File: src/rtl/muldiv_unit_pkg.sv
// Shared CPU package: multiply/divide op encodings, FSM states and op decode helpers.
package muldiv_unit_pkg;

  typedef enum logic [1:0] {
    OP_MULT  = 2'b00,
    OP_MULTU = 2'b01,
    OP_DIV   = 2'b10,
    OP_DIVU  = 2'b11
  } op_e;

  typedef enum logic [1:0] {
    ST_IDLE = 2'd0,
    ST_RUN  = 2'd1,
    ST_FIN  = 2'd2
  } state_e;

  function automatic logic op_is_div(input op_e o);
    return (o == OP_DIV) || (o == OP_DIVU);
  endfunction

  function automatic logic op_is_signed(input op_e o);
    return (o == OP_MULT) || (o == OP_DIV);
  endfunction

endpackage

File: src/rtl/muldiv_sign_fix.sv
// Operand magnitude conversion on entry and result sign correction on exit,
// shared by multiply and divide so both use one unsigned datapath.
module muldiv_sign_fix
  import muldiv_unit_pkg::*;
#(
  parameter int WIDTH = 32
) (
  input  logic             i_signed,
  input  logic [WIDTH-1:0] i_a,
  input  logic [WIDTH-1:0] i_b,
  output logic [WIDTH-1:0] o_mag_a,
  output logic [WIDTH-1:0] o_mag_b,
  output logic             o_neg_q,
  output logic             o_neg_r,
  input  logic             i_is_div,
  input  logic             i_neg_q,
  input  logic             i_neg_r,
  input  logic [WIDTH-1:0] i_hi,
  input  logic [WIDTH-1:0] i_lo,
  output logic [WIDTH-1:0] o_hi,
  output logic [WIDTH-1:0] o_lo
);

  logic [2*WIDTH-1:0] w_prod;
  logic [2*WIDTH-1:0] w_prod_fix;

  always_comb begin
    o_mag_a = (i_signed && i_a[WIDTH-1]) ? -i_a : i_a;
    o_mag_b = (i_signed && i_b[WIDTH-1]) ? -i_b : i_b;
    o_neg_q = i_signed && (i_a[WIDTH-1] ^ i_b[WIDTH-1]);
    o_neg_r = i_signed && i_a[WIDTH-1];
  end

  always_comb begin
    w_prod     = {i_hi, i_lo};
    w_prod_fix = i_neg_q ? -w_prod : w_prod;
    if (i_is_div) begin
      o_hi = i_neg_r ? -i_hi : i_hi;
      o_lo = i_neg_q ? -i_lo : i_lo;
    end else begin
      o_hi = w_prod_fix[2*WIDTH-1:WIDTH];
      o_lo = w_prod_fix[WIDTH-1:0];
    end
  end

endmodule

File: src/rtl/muldiv_unit.sv
// Iterative multiply/divide unit: radix-2 shift-add multiply and restoring
// divide on magnitudes, one bit per cycle, with abort and divide-by-zero fast path.
module muldiv_unit
  import muldiv_unit_pkg::*;
#(
  parameter int WIDTH = 32
) (
  input  logic             clock,
  input  logic             reset,
  input  logic             start,
  input  logic [1:0]       op,
  input  logic             abort,
  input  logic [WIDTH-1:0] a,
  input  logic [WIDTH-1:0] b,
  output logic             busy,
  output logic             done,
  output logic [WIDTH-1:0] hi,
  output logic [WIDTH-1:0] lo,
  output logic             div_zero
);

  localparam int CW = $clog2(WIDTH) + 1;
  localparam logic [CW-1:0] LAST = CW'(WIDTH - 1);

  state_e           r_state;
  op_e              r_op;
  logic [CW-1:0]    r_cnt;
  logic [WIDTH-1:0] r_acc;
  logic [WIDTH-1:0] r_q;
  logic [WIDTH-1:0] r_opb;
  logic             r_neg_q;
  logic             r_neg_r;

  op_e              w_op_in;
  logic [WIDTH-1:0] w_mag_a, w_mag_b;
  logic             w_neg_q, w_neg_r;
  logic [WIDTH-1:0] w_addend;
  logic [WIDTH:0]   w_sum;
  logic [WIDTH:0]   w_rem_sh;
  logic [WIDTH-1:0] w_diff;
  logic [WIDTH-1:0] w_acc_nx, w_q_nx;
  logic [WIDTH-1:0] w_fix_hi, w_fix_lo;

  assign w_op_in = op_e'(op);

  muldiv_sign_fix #(.WIDTH(WIDTH)) u_sign_fix (
    .i_signed (op_is_signed(w_op_in)),
    .i_a      (a),
    .i_b      (b),
    .o_mag_a  (w_mag_a),
    .o_mag_b  (w_mag_b),
    .o_neg_q  (w_neg_q),
    .o_neg_r  (w_neg_r),
    .i_is_div (op_is_div(r_op)),
    .i_neg_q  (r_neg_q),
    .i_neg_r  (r_neg_r),
    .i_hi     (w_acc_nx),
    .i_lo     (w_q_nx),
    .o_hi     (w_fix_hi),
    .o_lo     (w_fix_lo)
  );

  // One iteration: r_acc is product-high / partial remainder, r_q is multiplier / quotient.
  always_comb begin
    w_addend = r_q[0] ? r_opb : '0;
    w_sum    = {1'b0, r_acc} + {1'b0, w_addend};
    w_rem_sh = {r_acc, r_q[WIDTH-1]};
    w_diff   = w_rem_sh[WIDTH-1:0] - r_opb;
    w_acc_nx = w_sum[WIDTH:1];
    w_q_nx   = {w_sum[0], r_q[WIDTH-1:1]};
    if (op_is_div(r_op)) begin
      if (w_rem_sh >= {1'b0, r_opb}) begin
        w_acc_nx = w_diff;
        w_q_nx   = {r_q[WIDTH-2:0], 1'b1};
      end else begin
        w_acc_nx = w_rem_sh[WIDTH-1:0];
        w_q_nx   = {r_q[WIDTH-2:0], 1'b0};
      end
    end
  end

  // Last iteration and sign fix share an edge so the corrected result is visible throughout FIN.
  always_ff @(posedge clock or posedge reset) begin
    if (reset) begin
      r_state  <= ST_IDLE;
      r_op     <= OP_MULT;
      r_cnt    <= '0;
      r_acc    <= '0;
      r_q      <= '0;
      r_opb    <= '0;
      r_neg_q  <= 1'b0;
      r_neg_r  <= 1'b0;
      busy     <= 1'b0;
      done     <= 1'b0;
      div_zero <= 1'b0;
      hi       <= '0;
      lo       <= '0;
    end else begin
      done     <= 1'b0;
      div_zero <= 1'b0;
      case (r_state)
        ST_IDLE: begin
          if (start) begin
            r_op    <= w_op_in;
            r_neg_q <= w_neg_q;
            r_neg_r <= w_neg_r;
            r_cnt   <= '0;
            r_acc   <= '0;
            busy    <= 1'b1;
            if (op_is_div(w_op_in) && (b == '0)) begin
              r_state  <= ST_FIN;
              done     <= 1'b1;
              div_zero <= 1'b1;
            end else begin
              r_state <= ST_RUN;
              r_q     <= op_is_div(w_op_in) ? w_mag_a : w_mag_b;
              r_opb   <= op_is_div(w_op_in) ? w_mag_b : w_mag_a;
            end
          end
        end
        ST_RUN: begin
          if (abort) begin
            r_state <= ST_IDLE;
            busy    <= 1'b0;
          end else begin
            r_acc <= w_acc_nx;
            r_q   <= w_q_nx;
            r_cnt <= r_cnt + 1'b1;
            if (r_cnt == LAST) begin
              r_state <= ST_FIN;
              done    <= 1'b1;
              hi      <= w_fix_hi;
              lo      <= w_fix_lo;
            end
          end
        end
        ST_FIN: begin
          r_state <= ST_IDLE;
          busy    <= 1'b0;
        end
        default: begin
          r_state <= ST_IDLE;
          busy    <= 1'b0;
        end
      endcase
    end
  end

endmodule

File: config.mk
export PLATFORM = sky130hd
export DESIGN_NAME = muldiv_unit
export DESIGN_NICKNAME = d
export VERILOG_FILES = /design/src/rtl/muldiv_unit_pkg.sv /design/src/rtl/muldiv_sign_fix.sv /design/src/rtl/muldiv_unit.sv
export SDC_FILE = /design/constraint.sdc
export NUM_CORES = 1
export LEC_CHECK = 0
export CORE_ASPECT_RATIO = 0.7
export CORE_MARGIN = 5
export CORE_UTILIZATION = 66
export CTS_CLUSTER_DIAMETER = 50
export CTS_CLUSTER_SIZE = 24
export DETAILED_ROUTE_END_ITERATION = 8
export DONT_BUFFER_PORTS = 1
export PLACE_DENSITY = 0.82
export SETUP_SLACK_MARGIN = 0.4
export SLEW_MARGIN = 20
export SYNTH_ARGS = -nofsm -noshare
export SYNTH_HDL_FRONTEND = slang
export SYNTH_SLANG_ARGS = --single-unit
File: constraint.sdc
create_clock -name clock -period 7.3 [get_ports clock]
set_input_delay 0.73 -clock clock [delete_from_list [all_inputs] [get_ports clock]]
set_output_delay 0.73 -clock clock [all_outputs]
set_load 0.02 [all_outputs]
==> results of run 1 <==
## worst reg2reg max path, delay by kind of cell (launching register included)
| kind | cells | cell delay, ns |
|---|---|---|
| AND/OR/NAND/NOR | 6 | 1.64 |
| adder cells (fa/ha/maj) | 1 | 0.52 |
| buffers and inverters | 1 | 0.28 |
| flip-flops | 1 | 0.53 |
| XOR/XNOR | 1 | 0.23 |
| AO/OA/AOI/OAI | 5 | 2.30 |
## registers in the layout (all words and copies together), names as in the netlist
name and count:
busy 1, div_zero 1, done 1, hi 32, lo 32, r_acc 32, r_cnt 6, r_neg_q 1
r_neg_r 1, r_op 1, r_opb 32, r_q 32, r_state 2
## per-stage QoR
step                utilization, %  hold WS, ns  setup WS (ns)  instance area, µm²  total power [mW]
finish                        69.5        0.326           1.66               16300              7.08
CTS                           69.4        0.350           1.84               16300              6.80
global placement              66.7        0.485           2.06               15700              5.78
detailed placement            66.7        0.500           1.88               15700              5.84
global route                  69.4        0.363           1.45               16300              7.41
floorplan                        -        0.435           1.85               15700              4.56
## where the power goes
group          switching (mW)  internal, mW
registers               0.397          1.16
logic                    3.04          1.53
clock network           0.482         0.467
## cell families after synthesis
kind of cell | share of synthesized area [%]
buf+inv | 5.09
xor+xnor | 8.65
compound gates | 26.7
mux | 3.32
flops | 27.7
simple gates | 22.7
fa+ha+maj | 5.76
## cell usage after synthesis (25+ instances only)
cell and instances:
a21oi_1 160, nand2_1 282, ha_1 69, mux2i_1 43
o21ai_0 245, nand3_1 27, dfrtp_1 174, o31ai_1 25
nand4_1 25, nor3_1 48, xnor2_1 101, inv_1 76
clkbuf_1 71, xor2_1 54, nor2_1 162, and2_1 40
## per-layer routing
layer | global-route usage, % | part of all wire [%]
met1 | 60.7 | 43
met2 | 48.9 | 36
met3 | 20.1 | 18
met4 | 9.10 | 2.4
met5 | 0.882 | 0
## cell usage in the layout (no fill, tap or decap), drive strengths merged, types with 7 or more instances in the layout
master  instances
clkbuf         17
a21o           21
xor2           54
ha             69
inv            82
or3            17
nor3           50
a22oi           7
o21bai         13
a31oi          17
nand2         284
or4            16
mux2            8
nand4          26
and2           41
nor3b          12
a21oi         163
nor2          163
o22ai           7
o21a           13
dfrtp         174
o21ai         259
xnor2         101
a21boi          7
a211oi         22
nand3          29
buf             9
and3           10
nor2b          17
a22o           15
o41ai           8
o31ai          28
or2            12
mux2i          43
o211ai         17
nor4           25
nand2b         19
clkinv         11
## final cells by class
class,count,area [µm²],area share [%]
Clock buffer,17,425,2.60
Multi-Input combinational cell,1676,10600,64.9
Tap cell,318,398,2.44
Clock inverter,15,190,1.16
Inverter,78,298,1.82
Antenna cell,1,2.50,0.0153
Sequential cell,174,4360,26.7
Timing Repair Buffer,9,67.6,0.414
## how the worst min path moves through the flow
stage	start	endpoint	slack, ns	cells after the start
2_1_floorplan	r_state[1]	busy	0.44	1
3_5_place_dp	r_cnt[1]	r_cnt[1]	0.50	2
6_report	reset	r_opb[16]	0.33	1
5_1_grt	op[0]	r_neg_q	0.36	1
4_1_cts	op[0]	r_neg_q	0.35	1
3_3_place_gp	r_cnt[1]	r_cnt[1]	0.48	2
==> metrics.cfg, run 1 <==
[status]
status = finished, final reports clean

[clock_tree]
cts_max_level = 4
postCtsSetupBuffers = 0
cts.path.max_buffers = 2
numClockSinks = 174
ctsHoldBuffers = 0
clk_latency_ns = 0.47
root_buffer = clkbuf_16
cts.repair.resized = 0
cts_tree = built
cts_buffers = 17
clk_pin_slew_ns = 0.09

[cells_and_area]
nets = 2097
layout.cells.non_filler = 2288
area_growth_pct = 4.11
layout-drive-gt1-share_pct = 5.64
fillers = 1936

[setup_path]
crit_chain = ha_1 > nand4_4 > nor3_4 > o2111ai_2 > a311oi_2 > nor2_2 > buf_4 > o211ai_1 > nand2_1 > or3b_1 > or2_1 > o41ai_2 > xor2_1 > o21ai_1
cp-endpoint = hi[20]
cp.arrival_ns = 5.96
rr_startpoint = r_acc[13]
cp.required_ns = 7.62
critPathMaxStageDelay_ns = 0.89
end_kind = flop
crit_buf_inv = 1
r2r-end = hi[20]
crit_family = compound AO/OA/AOI/OAI gates
cp_max_fo = 23
reg2reg_slack_ns = 1.66
worst-path-stages = 14
slowest_stage = a311oi_2
cp-startpoint = r_acc[13]
worstSetupPathType = flop to flop
rr_worst_depth = 14
cp-start-kind = flop

[timing]
slew_headroom_pct = 27.6
hold_viol_final = 0
finalSetupTns_ns = 0
layout_min_cycle_time_ns = 5.64
rsz0062_at_grt = no
fmaxAchievable_mhz = 177
maxSlewViolCount = 0
period_share_pct = 77.3
skew_ns = 0.0178
finalSetupViolations = 0
tightest_slew_ns = 1.09

[floorplan]
dieArea_um2 = 27000
initial_utilization_pct = 66.7
pin_count = 137
die_height_um = 139
num_rows = 47
die_w_um = 194
core-area_um2 = 23500

[detailed_routing]
dr.pass1.iters = 7
routed_wl_um = 55500
drt_iter0_drc = 2576
ant_nets = 0
wire_per_inst_um = 24.3
via_per_inst = 6.93
drc = 0
vias = 15900

[yosys]
synth_cells = 2040
synth_edf_count = 0
yosysTopAreaCell = dfrtp_1
syn-cell-area_um2 = 15700
syn-num-nets = 2181
synth_top_flop_cell = dfrtp_1
synthDistinctLibCells = 102
netlist_top_cells_area = dfrtp_1 (28%), o21ai_0 (7.8%), nand2_1 (6.7%)
synth_top_area_share_pct = 27.7
yosys_warnings = 0
ys_seq_area_share_pct = 27.7
yosys_register_bits = 174
avgSynthCellArea_um2 = 7.69
ys_async_sr_fraction_pct = 100

[place]
dp.cells = 2255
gp_congestion = 1.02
io_buffers = 0
hpwl_um = 43300

[global_route]
antenna_found_initial = 0
grt_pass1_vias = 14000
grt_start_max_net_pins = 127
grtUsageTotal_pct = 39.8
grt_pass1_wl_um = 84000
globalRouteOverflowTotal = 0

[power_and_ir_drop]
ir_drop_uv = 325
p_per_area_nw_per_um2 = 433
power.leakage_nw = 6.88

[hold_path]
hp-class = input port to asynchronous set/reset pin

[job]
drv_cap = 0

(Power assumes the default switching activity.)
==> inputs of run 2 (changes only) <==
--- a/config.mk
+++ b/config.mk
@@ -7,12 +7,12 @@
 export LEC_CHECK = 0
 export CORE_ASPECT_RATIO = 0.7
 export CORE_MARGIN = 5
-export CORE_UTILIZATION = 66
+export CORE_UTILIZATION = 60
 export CTS_CLUSTER_DIAMETER = 50
 export CTS_CLUSTER_SIZE = 24
 export DETAILED_ROUTE_END_ITERATION = 8
 export DONT_BUFFER_PORTS = 1
-export PLACE_DENSITY = 0.82
+export PLACE_DENSITY = 0.79
 export SETUP_SLACK_MARGIN = 0.4
 export SLEW_MARGIN = 20
 export SYNTH_ARGS = -nofsm -noshare
==> constraint.sdc (replaced) <==
create_clock -name clock -period 4.8 [get_ports clock]
set_input_delay 0.48 -clock clock [delete_from_list [all_inputs] [get_ports clock]]
set_output_delay 0.48 -clock clock [all_outputs]
set_load 0.02 [all_outputs]
==> run 2 against run 1 <==
Compared with the run above: sequential share of layout area decreased by 2.6 points; clock power grew 58%; wire length is 7.9% higher; maximum frequency up 27%; core utilization increased by 1.1 points; flip-flop and latch count stayed put; critical path type unchanged; combinational power rose by 94%; cell area rose by 11%; non-clock buffer count rose by 155; largest power group unchanged; critical path depth increased by 3.
==> metrics.cfg, run 2 (synthesized netlist as in run 1, its figures left out) <==
[status]
status = finished, final reports clean  ; unchanged

[timing]
skew_ns = 0.0144  ; was 0.0178 ns
hold_viol_final = 0  ; unchanged
finalSetupViolations = 0  ; unchanged
rsz0062_at_grt = yes  ; was no
tightest_slew_ns = 1.05  ; was 1.09 ns
fmaxAchievable_mhz = 225  ; was 177 MHz
slew_headroom_pct = 29.8  ; was 27.6%
layout_min_cycle_time_ns = 4.45  ; was 5.64 ns
period_share_pct = 92.7  ; was 77.3%
maxSlewViolCount = 0  ; unchanged

[detailed_routing]
dr.pass1.iters = 6  ; was 7
ant_nets = 0  ; unchanged
vias = 16300  ; was 15,900
via_per_inst = 6.65  ; was 6.93
routed_wl_um = 59900  ; was 55,500 µm
wire_per_inst_um = 24.4  ; was 24.3 µm
drt_iter0_drc = 2421  ; was 2,576
drc = 0  ; unchanged

[setup_path]
worstSetupPathType = flop to flop  ; unchanged
cp-startpoint = r_q[0]  ; was r_acc[13]
critPathMaxStageDelay_ns = 0.44  ; was 0.89 ns
rr_startpoint = r_q[0]  ; was r_acc[13]
cp_max_fo = 21  ; was 23
cp.arrival_ns = 4.80  ; was 5.96 ns
crit_family = compound AO/OA/AOI/OAI gates  ; unchanged
crit_buf_inv = 3  ; was 1
path_common_cell = xnor2_1
end_kind = flop  ; unchanged
cp-start-kind = flop  ; unchanged
slowest_stage = dfrtp_1  ; was a311oi_2
reg2reg_slack_ns = 0.35  ; was 1.66 ns
cp.required_ns = 5.15  ; was 7.62 ns
crit_chain = buf_12 > and2_1 > ha_1 > o21ai_1 > a211o_1 > o211ai_1 > o21ai_0 > o31a_1 > xnor2_1 > a2bb2oi_4 > nor4_4 > buf_4 > nand4_1 > buf_6 > o41ai_4 > xnor2_1 > mux2_4  ; was ha_1 > nand4_4 > nor3_4 > o2111ai_2 > a311oi_2 > nor2_2 > buf_4 > o211ai_1 > nand2_1 > or3b_1 > or2_1 > o41ai_2 > xor2_1 > o21ai_1

[power_and_ir_drop]
p_per_area_nw_per_um2 = 695  ; was 433 nW/µm²
power.leakage_nw = 7.72  ; was 6.88 nW
ir_drop_uv = 421  ; was 325 µV

[cells_and_area]
fillers = 2071  ; was 1,936
final_cell_mix = nand2_1 (280), o21ai_0 (238), dfrtp_1 (164)  ; was nand2_1 (281), o21ai_0 (245), dfrtp_1 (173)
nets = 2252  ; was 2,097
layout-drive-gt1-share_pct = 16.2  ; was 5.64%
postLayoutCellArea_um2 = 18200  ; was 16,300 µm²
postLayoutCoreUtil_pct = 70.6  ; was 69.5%
layout.cells.non_filler = 2457  ; was 2,288
area_growth_pct = 15.8  ; was 4.11%
layout.cells.most_common = nand2_1  ; unchanged

[floorplan]
num_rows = 49  ; was 47
pin_count = 137  ; unchanged
die_height_um = 145  ; was 139 µm
core-area_um2 = 25700  ; was 23,500 µm²
die_w_um = 203  ; was 194 µm
dieArea_um2 = 29500  ; was 27,000 µm²
initial_utilization_pct = 60.9  ; was 66.7%

[hold_path]
min_from = op[0]
hp-class = input port to flop  ; was input port to asynchronous set/reset pin

[clock_tree]
clk_pin_slew_ns = 0.09  ; about the same
root_buffer = clkbuf_16  ; unchanged
cts_buffers = 17  ; unchanged
cts_max_level = 4  ; unchanged
clk_latency_ns = 0.46  ; was 0.47 ns
numClockSinks = 174  ; unchanged
cts.path.max_buffers = 2  ; unchanged
cts_tree = built  ; unchanged

[global_route]
grt_start_max_net_pins = 162  ; was 127
grt_pass1_wl_um = 88200  ; was 84,000 µm
grt_pass1_vias = 14300  ; was 14,000
antenna_found_initial = 5  ; was 0
globalRouteOverflowTotal = 0  ; unchanged
grtUsageTotal_pct = 38.6  ; was 39.8%

[place]
dp.cells = 2387  ; was 2,255
hpwl_um = 46700  ; was 43,300 µm
gp_congestion = 1.05  ; was 1.02
io_buffers = 0  ; unchanged
dpl_cell_area_um2 = 16700  ; was 15,700 µm²

[job]
drv_cap = 0  ; unchanged

==> run 2: cell types whose count changed in the layout (fill, tap and decap cells not counted), moves of 5 or more <==
cell     delta
dfrtp_1     -9
ha_2        +5
ha_1       -26
o21ai_0     -7
o21ai_1     +6
buf_4     +149
ha_4       +21
dfrtp_2     +9
==> run 2: cell type report <==
cell class | count | area [µm²] | share of cell area (%)
flip-flops and latches | 174 | 4370 | 24.0
well taps | 331 | 414 | 2.28
clock buffers | 17 | 425 | 2.34
inverters | 78 | 297 | 1.63
diodes | 2 | 5.00 | 0.0275
repair buffers | 164 | 1290 | 7.08
multi-input cells | 1676 | 11200 | 61.4
clock inverters | 15 | 214 | 1.18
==> run 2: layer usage <==
metal | share of wire (%) | wire length [µm] | global-route usage (%) | vias up
li1 | - | - | - | 7468
met1 | 42 | 25200 | 56.6 | 7653
met2 | 38 | 22700 | 49.0 | 1120
met3 | 18 | 10600 | 21.1 | 86
met4 | 1.9 | 1150 | 7.95 | 12
met5 | 0.47 | 282 | 5.68 | -
==> run 2: power breakdown <==
group | total, mW | switching, mW | internal, mW
Combinational | 8.89 | 5.36 | 3.53
Sequential | 2.25 | 0.479 | 1.77
Clock | 1.50 | 0.769 | 0.729
==> run 2: per-stage QoR <==
step | TNS [ns] | power [mW] | hold slack (ns) | setup WS, ns
after floorplan | 0 | 6.94 | 0.435 | 0.620
after global placement | 0 | 9.74 | 0.341 | 0.0955
after detailed placement | -0.0157 | 9.77 | 0.352 | -0.0157
after CTS | 0 | 11.7 | 0.0988 | 0.394
after global routing | 0 | 13.1 | 0.0948 | 0.241
final | 0 | 12.6 | 0.108 | 0.351
==> run 2: worst paths after layout <==
check                            end  cells after the start
max reg2reg                   hi[31]                     17
min                          r_neg_q                      1
max in group asynchronous    r_op[1]                      3
min in group asynchronous  r_opb[17]                      2
min reg2reg                r_opb[22]                      2
max                           hi[31]                     17
==> run 2: timing repair <==
action                                 CTS  global route
setup endpoints to repair               22            24
pin swaps                               12            31
buffers inserted                        11            24
gates resized for setup                 63            61
hold buffers                             1             0
endpoints found under the hold margin   13             0
